### config.mk
export PLATFORM = sky130hd
export DESIGN_NAME = arf_rat
export DESIGN_NICKNAME = d
export VERILOG_FILES = /design/src/rtl/arf_rat.sv
export SDC_FILE = /design/constraint.sdc
export NUM_CORES = 2
export LEC_CHECK = 0
export CORE_UTILIZATION = 57
export DETAILED_ROUTE_END_ITERATION = 6
export PLACE_DENSITY = 0.79
export SKIP_CTS_REPAIR_TIMING = 1
export SLEW_MARGIN = 20
export SYNTH_ARGS = -nofsm -noshare
export SYNTH_HDL_FRONTEND = slang
export SYNTH_SLANG_ARGS = --single-unit
### constraint.sdc
create_clock -name clk -period 47.4 [get_ports clk]
set_clock_uncertainty 0.05 [all_clocks]
set_input_delay 9.48 -clock clk [delete_from_list [all_inputs] [get_ports clk]]
set_output_delay 9.48 -clock clk [all_outputs]
set_load 0.01 [all_outputs]
### src/rtl/arf_rat.sv
`default_nettype none
// ============================================================================
// Module   : arf_rat
// Purpose  : Architectural register file plus register alias table.
//            Retire side: commits ROB results into the ARF and releases the
//            RAT mapping when the retiring ROB id is still the live rename.
//            Dispatch side: renames destinations and answers two combinational
//            source lookups (ARF value, or ROB tag when the value is pending).
//            Flush drops every mapping for mispredict recovery.
// Ports    : clk, rst_aH                 clock, async active-high reset
//            dispatch_fire/_dst_valid/_dst_arf_id/_rob_id   rename request
//            retire/_rob_id/_arf_id/_reg_data               commit request
//            flush                       clear all RAT valid bits
//            srcN_arf_id                 lookup index (N = 1, 2)
//            srcN_renamed/_rob_id/_reg_data  lookup result
// Revision : 1.0  initial release
// ============================================================================
module arf_rat #(
  parameter int N_ARF_REGS     = 32,
  parameter int REG_DATA_WIDTH = 32,
  parameter int ROB_N_ENTRIES  = 16,
  parameter int ROB_ID_W       = $clog2(ROB_N_ENTRIES),
  parameter int ARF_ID_W       = $clog2(N_ARF_REGS)
) (
  input  logic                      clk,
  input  logic                      rst_aH,
  input  logic                      dispatch_fire,
  input  logic                      dispatch_dst_valid,
  input  logic [ARF_ID_W-1:0]       dispatch_dst_arf_id,
  input  logic [ROB_ID_W-1:0]       dispatch_rob_id,
  input  logic                      retire,
  input  logic [ROB_ID_W-1:0]       retire_rob_id,
  input  logic [ARF_ID_W-1:0]       retire_arf_id,
  input  logic [REG_DATA_WIDTH-1:0] retire_reg_data,
  input  logic                      flush,
  input  logic [ARF_ID_W-1:0]       src1_arf_id,
  output logic                      src1_renamed,
  output logic [ROB_ID_W-1:0]       src1_rob_id,
  output logic [REG_DATA_WIDTH-1:0] src1_reg_data,
  input  logic [ARF_ID_W-1:0]       src2_arf_id,
  output logic                      src2_renamed,
  output logic [ROB_ID_W-1:0]       src2_rob_id,
  output logic [REG_DATA_WIDTH-1:0] src2_reg_data
);

  // --------------------------------------------------------------------------
  // State
  // --------------------------------------------------------------------------
  logic [REG_DATA_WIDTH-1:0] arf_q       [N_ARF_REGS];
  logic [REG_DATA_WIDTH-1:0] arf_d       [N_ARF_REGS];
  logic                      rat_valid_q [N_ARF_REGS];
  logic                      rat_valid_d [N_ARF_REGS];
  logic [ROB_ID_W-1:0]       rat_tag_q   [N_ARF_REGS];
  logic [ROB_ID_W-1:0]       rat_tag_d   [N_ARF_REGS];

  logic w_retire_wr;
  logic w_rename;
  logic w_release;

  assign w_retire_wr = retire && (retire_arf_id != '0);
  assign w_rename    = dispatch_fire && dispatch_dst_valid &&
                       (dispatch_dst_arf_id != '0) && !flush;
  // Only release when the retiring instruction is still the youngest writer;
  // otherwise a younger rename owns the register and must stay visible.
  assign w_release   = retire && rat_valid_q[retire_arf_id] &&
                       (rat_tag_q[retire_arf_id] == retire_rob_id);

  // --------------------------------------------------------------------------
  // Next state. Order of the updates encodes priority:
  // release < rename < flush.
  // --------------------------------------------------------------------------
  always_comb begin
    for (int i = 0; i < N_ARF_REGS; i++) begin
      arf_d[i]       = arf_q[i];
      rat_valid_d[i] = rat_valid_q[i];
      rat_tag_d[i]   = rat_tag_q[i];
    end

    // ARF write happens even under flush: retirement is architectural.
    if (w_retire_wr) begin
      arf_d[retire_arf_id] = retire_reg_data;
    end

    if (w_release) begin
      rat_valid_d[retire_arf_id] = 1'b0;
    end

    if (w_rename) begin
      rat_valid_d[dispatch_dst_arf_id] = 1'b1;
      rat_tag_d[dispatch_dst_arf_id]   = dispatch_rob_id;
    end

    if (flush) begin
      for (int i = 0; i < N_ARF_REGS; i++) begin
        rat_valid_d[i] = 1'b0;
      end
    end
  end

  always_ff @(posedge clk or posedge rst_aH) begin
    if (rst_aH) begin
      for (int i = 0; i < N_ARF_REGS; i++) begin
        arf_q[i]       <= '0;
        rat_valid_q[i] <= 1'b0;
        rat_tag_q[i]   <= '0;
      end
    end else begin
      for (int i = 0; i < N_ARF_REGS; i++) begin
        arf_q[i]       <= arf_d[i];
        rat_valid_q[i] <= rat_valid_d[i];
        rat_tag_q[i]   <= rat_tag_d[i];
      end
    end
  end

  // --------------------------------------------------------------------------
  // Source lookups. Both ports are identical; they only see registered RAT
  // state (never a same-cycle rename) plus the retire bypass.
  // --------------------------------------------------------------------------
  logic [ARF_ID_W-1:0]       w_src_id      [2];
  logic                      w_src_renamed [2];
  logic [ROB_ID_W-1:0]       w_src_tag     [2];
  logic [REG_DATA_WIDTH-1:0] w_src_data    [2];

  assign w_src_id[0] = src1_arf_id;
  assign w_src_id[1] = src2_arf_id;

  for (genvar gi = 0; gi < 2; gi++) begin : g_lookup
    logic w_nonzero;
    logic w_bypass;

    assign w_nonzero = (w_src_id[gi] != '0);
    // The value being retired this cycle is exactly what the pending tag
    // would have produced, so forward it and report the source as ready.
    assign w_bypass  = w_release && w_nonzero &&
                       (retire_arf_id == w_src_id[gi]);

    assign w_src_renamed[gi] = rat_valid_q[w_src_id[gi]] && w_nonzero && !w_bypass;
    assign w_src_tag[gi]     = rat_tag_q[w_src_id[gi]];
    assign w_src_data[gi]    = w_bypass  ? retire_reg_data :
                               w_nonzero ? arf_q[w_src_id[gi]] : '0;
  end

  assign src1_renamed  = w_src_renamed[0];
  assign src1_rob_id   = w_src_tag[0];
  assign src1_reg_data = w_src_data[0];
  assign src2_renamed  = w_src_renamed[1];
  assign src2_rob_id   = w_src_tag[1];
  assign src2_reg_data = w_src_data[1];

endmodule
`default_nettype wire

### Word-level counts from Yosys, hierarchy flattened

Index checks and enable logic that the tools add are counted.

* magnitude comparators: 6
* equal/unequal tests: 3
* muxes and demuxes: 41
* bitwise gates (word level): 7
* reduce and logical (&&, ||, !) cells: 23

Operator list (count)
* $bwmux W1024: 1
* $mux W32: 12
* $bmux W32 S5: 2
* $demux W32 S5: 1
* $bwmux W128: 1
* $bmux W4 S5: 3
* $and A32 B32 Y32: 1
* $not A32 Y32: 1
* $or A32 B32 Y32: 1
* $mux W4: 7
* $ge A6 B6 Y1 const B: 4
* $not A5 Y6: 4
* $demux W4 S5: 1
* $reduce_bool A5 Y1: 4
* $logic_and A1 B1 Y1: 16
* $bmux W1 S5: 3
* $lt A6 B1 Y1 const B: 2
* $demux W1 S5: 2
* $eq A5 B5 Y1: 2
* $mux W1: 8
* $eq A4 B4 Y1: 1
* $logic_not A1 Y1: 3

* register bits after elaboration: 1184
* word-level logic and storage cells: 176

### Longest topological paths before layout

* word-level depth: 11
* gate-level depth with buffers: 12
* gate-level depth less buffers: 7

### Worst setup path after synthesis

Ideal clock, no wire load.

* kind: in2out
* start: input port src1_arf_id[0]
* end: output port src1_rob_id[3]
* arrival time: 12.072 ns
* data required time: 37.870 ns
* path slack: 25.798 ns
* stages on the path: 7
* path buffers: 4
* cell sequence: buf_2 -> clkbuf_1 -> buf_1 -> buf_2 -> mux4_2 -> mux4_2 -> mux2_2

* longest elaborated chain between the ends: 4

Ends and longest elaborated chain
* start, declared: line 36 `input logic [ARF_ID_W-1:0] src1_arf_id,`
* $not A5 Y6 (not written as such): line 139 `assign w_src_tag[gi] = rat_tag_q[w_src_id[gi]];`
* $bmux W4 S5: line 139
* $mux W4 (not written as such) (2 in series): line 139
* end, declared: line 38 `output logic [ROB_ID_W-1:0] src1_rob_id,`

Every way passes these cells. The select of a mux whose other input is x is not followed.

### Worst setup path in the final report

* start: input port src1_arf_id[0]
* end: output port src1_reg_data[23]

* longest elaborated chain between the ends: 6
* elaborated cells on any way between the ends: 10
* classes of those cells: eq/ne: 1; mux: 5; bitwise: 1; reduce/logical: 3

Ends and longest elaborated chain
* $not A5 Y6 (not written as such): line 141 `w_nonzero ? arf_q[w_src_id[gi]] : '0;`
* $bmux W32 S5: line 141
* $mux W32 (not written as such) (2 in series): line 141
* $mux W32: line 141
* $mux W32 (*): line 140 `assign w_src_data[gi] = w_bypass ? retire_reg_data :`
* end, declared: line 39 `output logic [REG_DATA_WIDTH-1:0] src1_reg_data,`

Every way passes the cells marked *; elsewhere a longest branch is shown, timed or not. The select of a mux whose other input is x is not followed.

==> reports/qor.txt <==
Dpl hpwl - 97270 um
Cell variety after synth - 43
Sw Share - 26.06%
Critical path launch point type - input port
Num CTS Buffers - 121
Share of layout cells above drive strength 1 - 55.11%
Final hold violation count - 0
Max-slew violations - 0
Setup ws final - 22.81 ns
Final std cells w/o fill - 5553
Status - complete, no violations
Die area - 115400 um^2
Clk pin slew, worst setup/hold paths - 0.06 ns
Global route overflow - 0
Setup TNS - 0 ns
Gpl congestion - 0.8544
Power Total - 2.923 mW
Number of synthesized flops with an enable pin - 0
Async SR Flop Fraction - 100.0%
Unrepaired setup endpoints after global routing - false
Vias in the first global route - 41.43k
I/O pins - 140
Synth Area per Inst - 15.94 um^2
Worst path arrival time - 15.06 ns
Min-Delay Path Class - reg2reg
Post-route cell area - 71450 um^2
DRT antenna net count - 0
Mapped Nets - 4144
Pre-antenna DRT Iters - 5
Largest fanout on the critical path - 95
Clock share of power - 34.4%
Via count - 39.27k
First-pass GRT wire length - 272100 um
Sequential Power Share - 44.8%
Setup crit end kind - output pin
Setup WS pre-CTS - 22.66 ns
Slew HR - 28.59%
I/O Buffers - 139
Syn. warnings - 0
Post-Syn Area - 64990 um^2
Placed Cells incl. Taps - 5332
Most common flop cell mapped by yosys - dfrtp_1
CP required - 37.87 ns
FF+latch count, synth - 1184
Worst skew pair latency - 0.72 ns
Clock buffer depth - 3
Syn Inst Count - 4078
Initial antenna violation count - 2
Die X - 339.7 um
Post-synthesis sequential area ratio - 45.59%
HP Start - arf_q[1015]
Top sig layer - met4
Starting DRT DRC Count - 3927
Routed wire per std cell - 31.79 um
M1 WL - 71330 um
Core Footprint - 112800 um^2
Least-Margin Pin Slew - 1.068 ns
Internal - 2.162 mW
Max-cap violation count - 0
Total GRT Usage - 31.49%
F_max - 40.67 MHz
H-tree depth - 3
Number of remaining DRC errors - 0
Final worst-path cycle share - 51.88%
CP Class - in2out
Die height - 339.7 um
Final setup viols - 0
# rows - 123
Initial Utilization - 57.61%
Logic gate share of total power - 20.8%
Layout Nets - 4021
Switch Pwr - 0.7617 mW
Met2 WL post-DR - 84260 um
Root buffer cell - clkbuf_16
CP startpoint - src1_arf_id[0]
Max VDD drop - 0.03449 mV
Min Tclk post-route - 24.59 ns
PwrDens - 40.92 nW/um^2
Met3 WL - 14750 um
Layout Area Growth over Synthesis - 9.942%
Clock sink total - 1184
CTS tree - done
Largest net degree at the start of global routing - 182
Via/cell ratio - 7.072
Placed cell areas - 67360 um^2
R2R Path Start - rat_tag_q[86]
Leak - 30.29 nW
Routed WL - 176500 um
path summary, 6_finish.rpt:
path,endpoint,slack [ns],depth (start not counted)
setup / recovery,src1_reg_data[23],22.81,10
hold / removal,arf_q[1015],0.34,0
setup reg to reg,rat_valid_q[8],44.28,7
hold reg to reg,arf_q[1015],0.34,0
max in group asynchronous,arf_q[1006],34.10,6
min in group asynchronous,rat_tag_q[9],9.32,2
layout by cell type, fill, tap and decap left out, types with 4 or more instances in the layout:
cell type and instances:
mux4_2 756, a211oi_1 7, dfrtp_1 1184, and3_1 5, clkinv_2 24, nor4_1 8
nand3_1 6, nand2_4 6, buf_6 6, nand2_1 32, inv_1 5, nor2_4 26
buf_4 72, o41a_1 23, nand2b_1 4, clkdlybuf4s50_1 106, o22ai_1 24, clkbuf_16 127
mux2_1 59, buf_8 4, a21oi_1 7, nand4b_1 4, bufinv_16 11, nor2_1 155
mux2i_1 114, a22oi_1 8, or3b_2 4, mux2_2 1121, xor2_1 5, buf_12 4
nand3b_1 9, buf_2 22, clkbuf_1 20, xnor2_1 6, or4bb_1 6, clkbuf_8 31
clkinvlp_4 4
per-layer routing:
layer	GRT usage, %	up-vias
met5	0	-
met4	11.10	0
met1	45.17	21343
li1	-	15699
met3	5.824	389
met2	48.81	1838
synthesized netlist by cell type, drive strengths merged, types with 4 or more instances:
cell	count	area, um^2
or4b	5	50.05
nor4	10	92.59
o41a	23	259.0
nor2	181	679.4
nand3	7	40.04
clkbuf	335	1257
buf	125	533.0
o22ai	24	150.1
mux2	1180	13290
xor2	5	43.79
dfrtp	1184	29630
and3	6	37.54
mux2i	114	1141
or3b	4	35.03
a211oi	7	52.55
or4bb	6	67.56
nand2	39	148.9
a21oi	7	35.03
nand2b	4	25.02
inv	6	22.52
nand3b	9	67.56
nand4b	4	35.03
xnor2	6	52.55
mux4	756	17030
a22oi	8	60.06
through the flow:
stage          hold slack, ns  util (%)
6_report               0.3421     63.34
3_3_place_gp           0.3263     59.71
4_1_cts                0.3465     63.42
2_1_floorplan          0.3913         -
3_5_place_dp           0.3333     59.71
5_1_grt                0.3583     63.34
state kept, by name, indices dropped and copies added, names as in the netlist:
name / flops
rat_tag_q: 128
arf_q: 1024
rat_valid_q: 32
critical path, stage by stage:
cell	delay, ns
buf_8	0.63
buf_12	0.71
buf_4	0.85
buf_4	0.85
mux4_2	0.59
mux4_2	0.50
mux2i_1	0.37
nor2_1	0.07
mux2_1	0.31
clkdlybuf4s50_1	0.48
cell type report:
class	count	area, um^2
clock buffer	178	3680
sequential	1184	29630
timing repair buffer	214	1919
multi-input combinational	2428	33810
fill	7853	41360
tap	1500	1877
clock inverter	42	506.7
antenna	1	2.502
inverter	6	30.03
cells by family (layout without fill, tap and decap cells):
logic type / Yosys count / after routing / share of synthesized area, %
AOI/OAI and AO/OA: 70 / 70 / 0.8702
buffers and inverters: 466 / 440 / 2.790
DFF: 1184 / 1184 / 45.59
and+or+nand+nor: 297 / 297 / 2.202
other: 0 / 1 / 0
xor gates and xnor gates: 11 / 11 / 0.1482
muxes: 2050 / 2050 / 48.40
power by group through the flow:
stage	sequential, mW	clock (mW)	combinational, mW
floorplan	1.29	0	0.474
global placement	1.31	0	0.595
detailed placement	1.32	0	0.609
CTS	1.31	1.02	0.612
global route	1.34	1.05	0.648
finish	1.31	1.00	0.608
No activity file was read; power rests on OpenSTA's default activity.
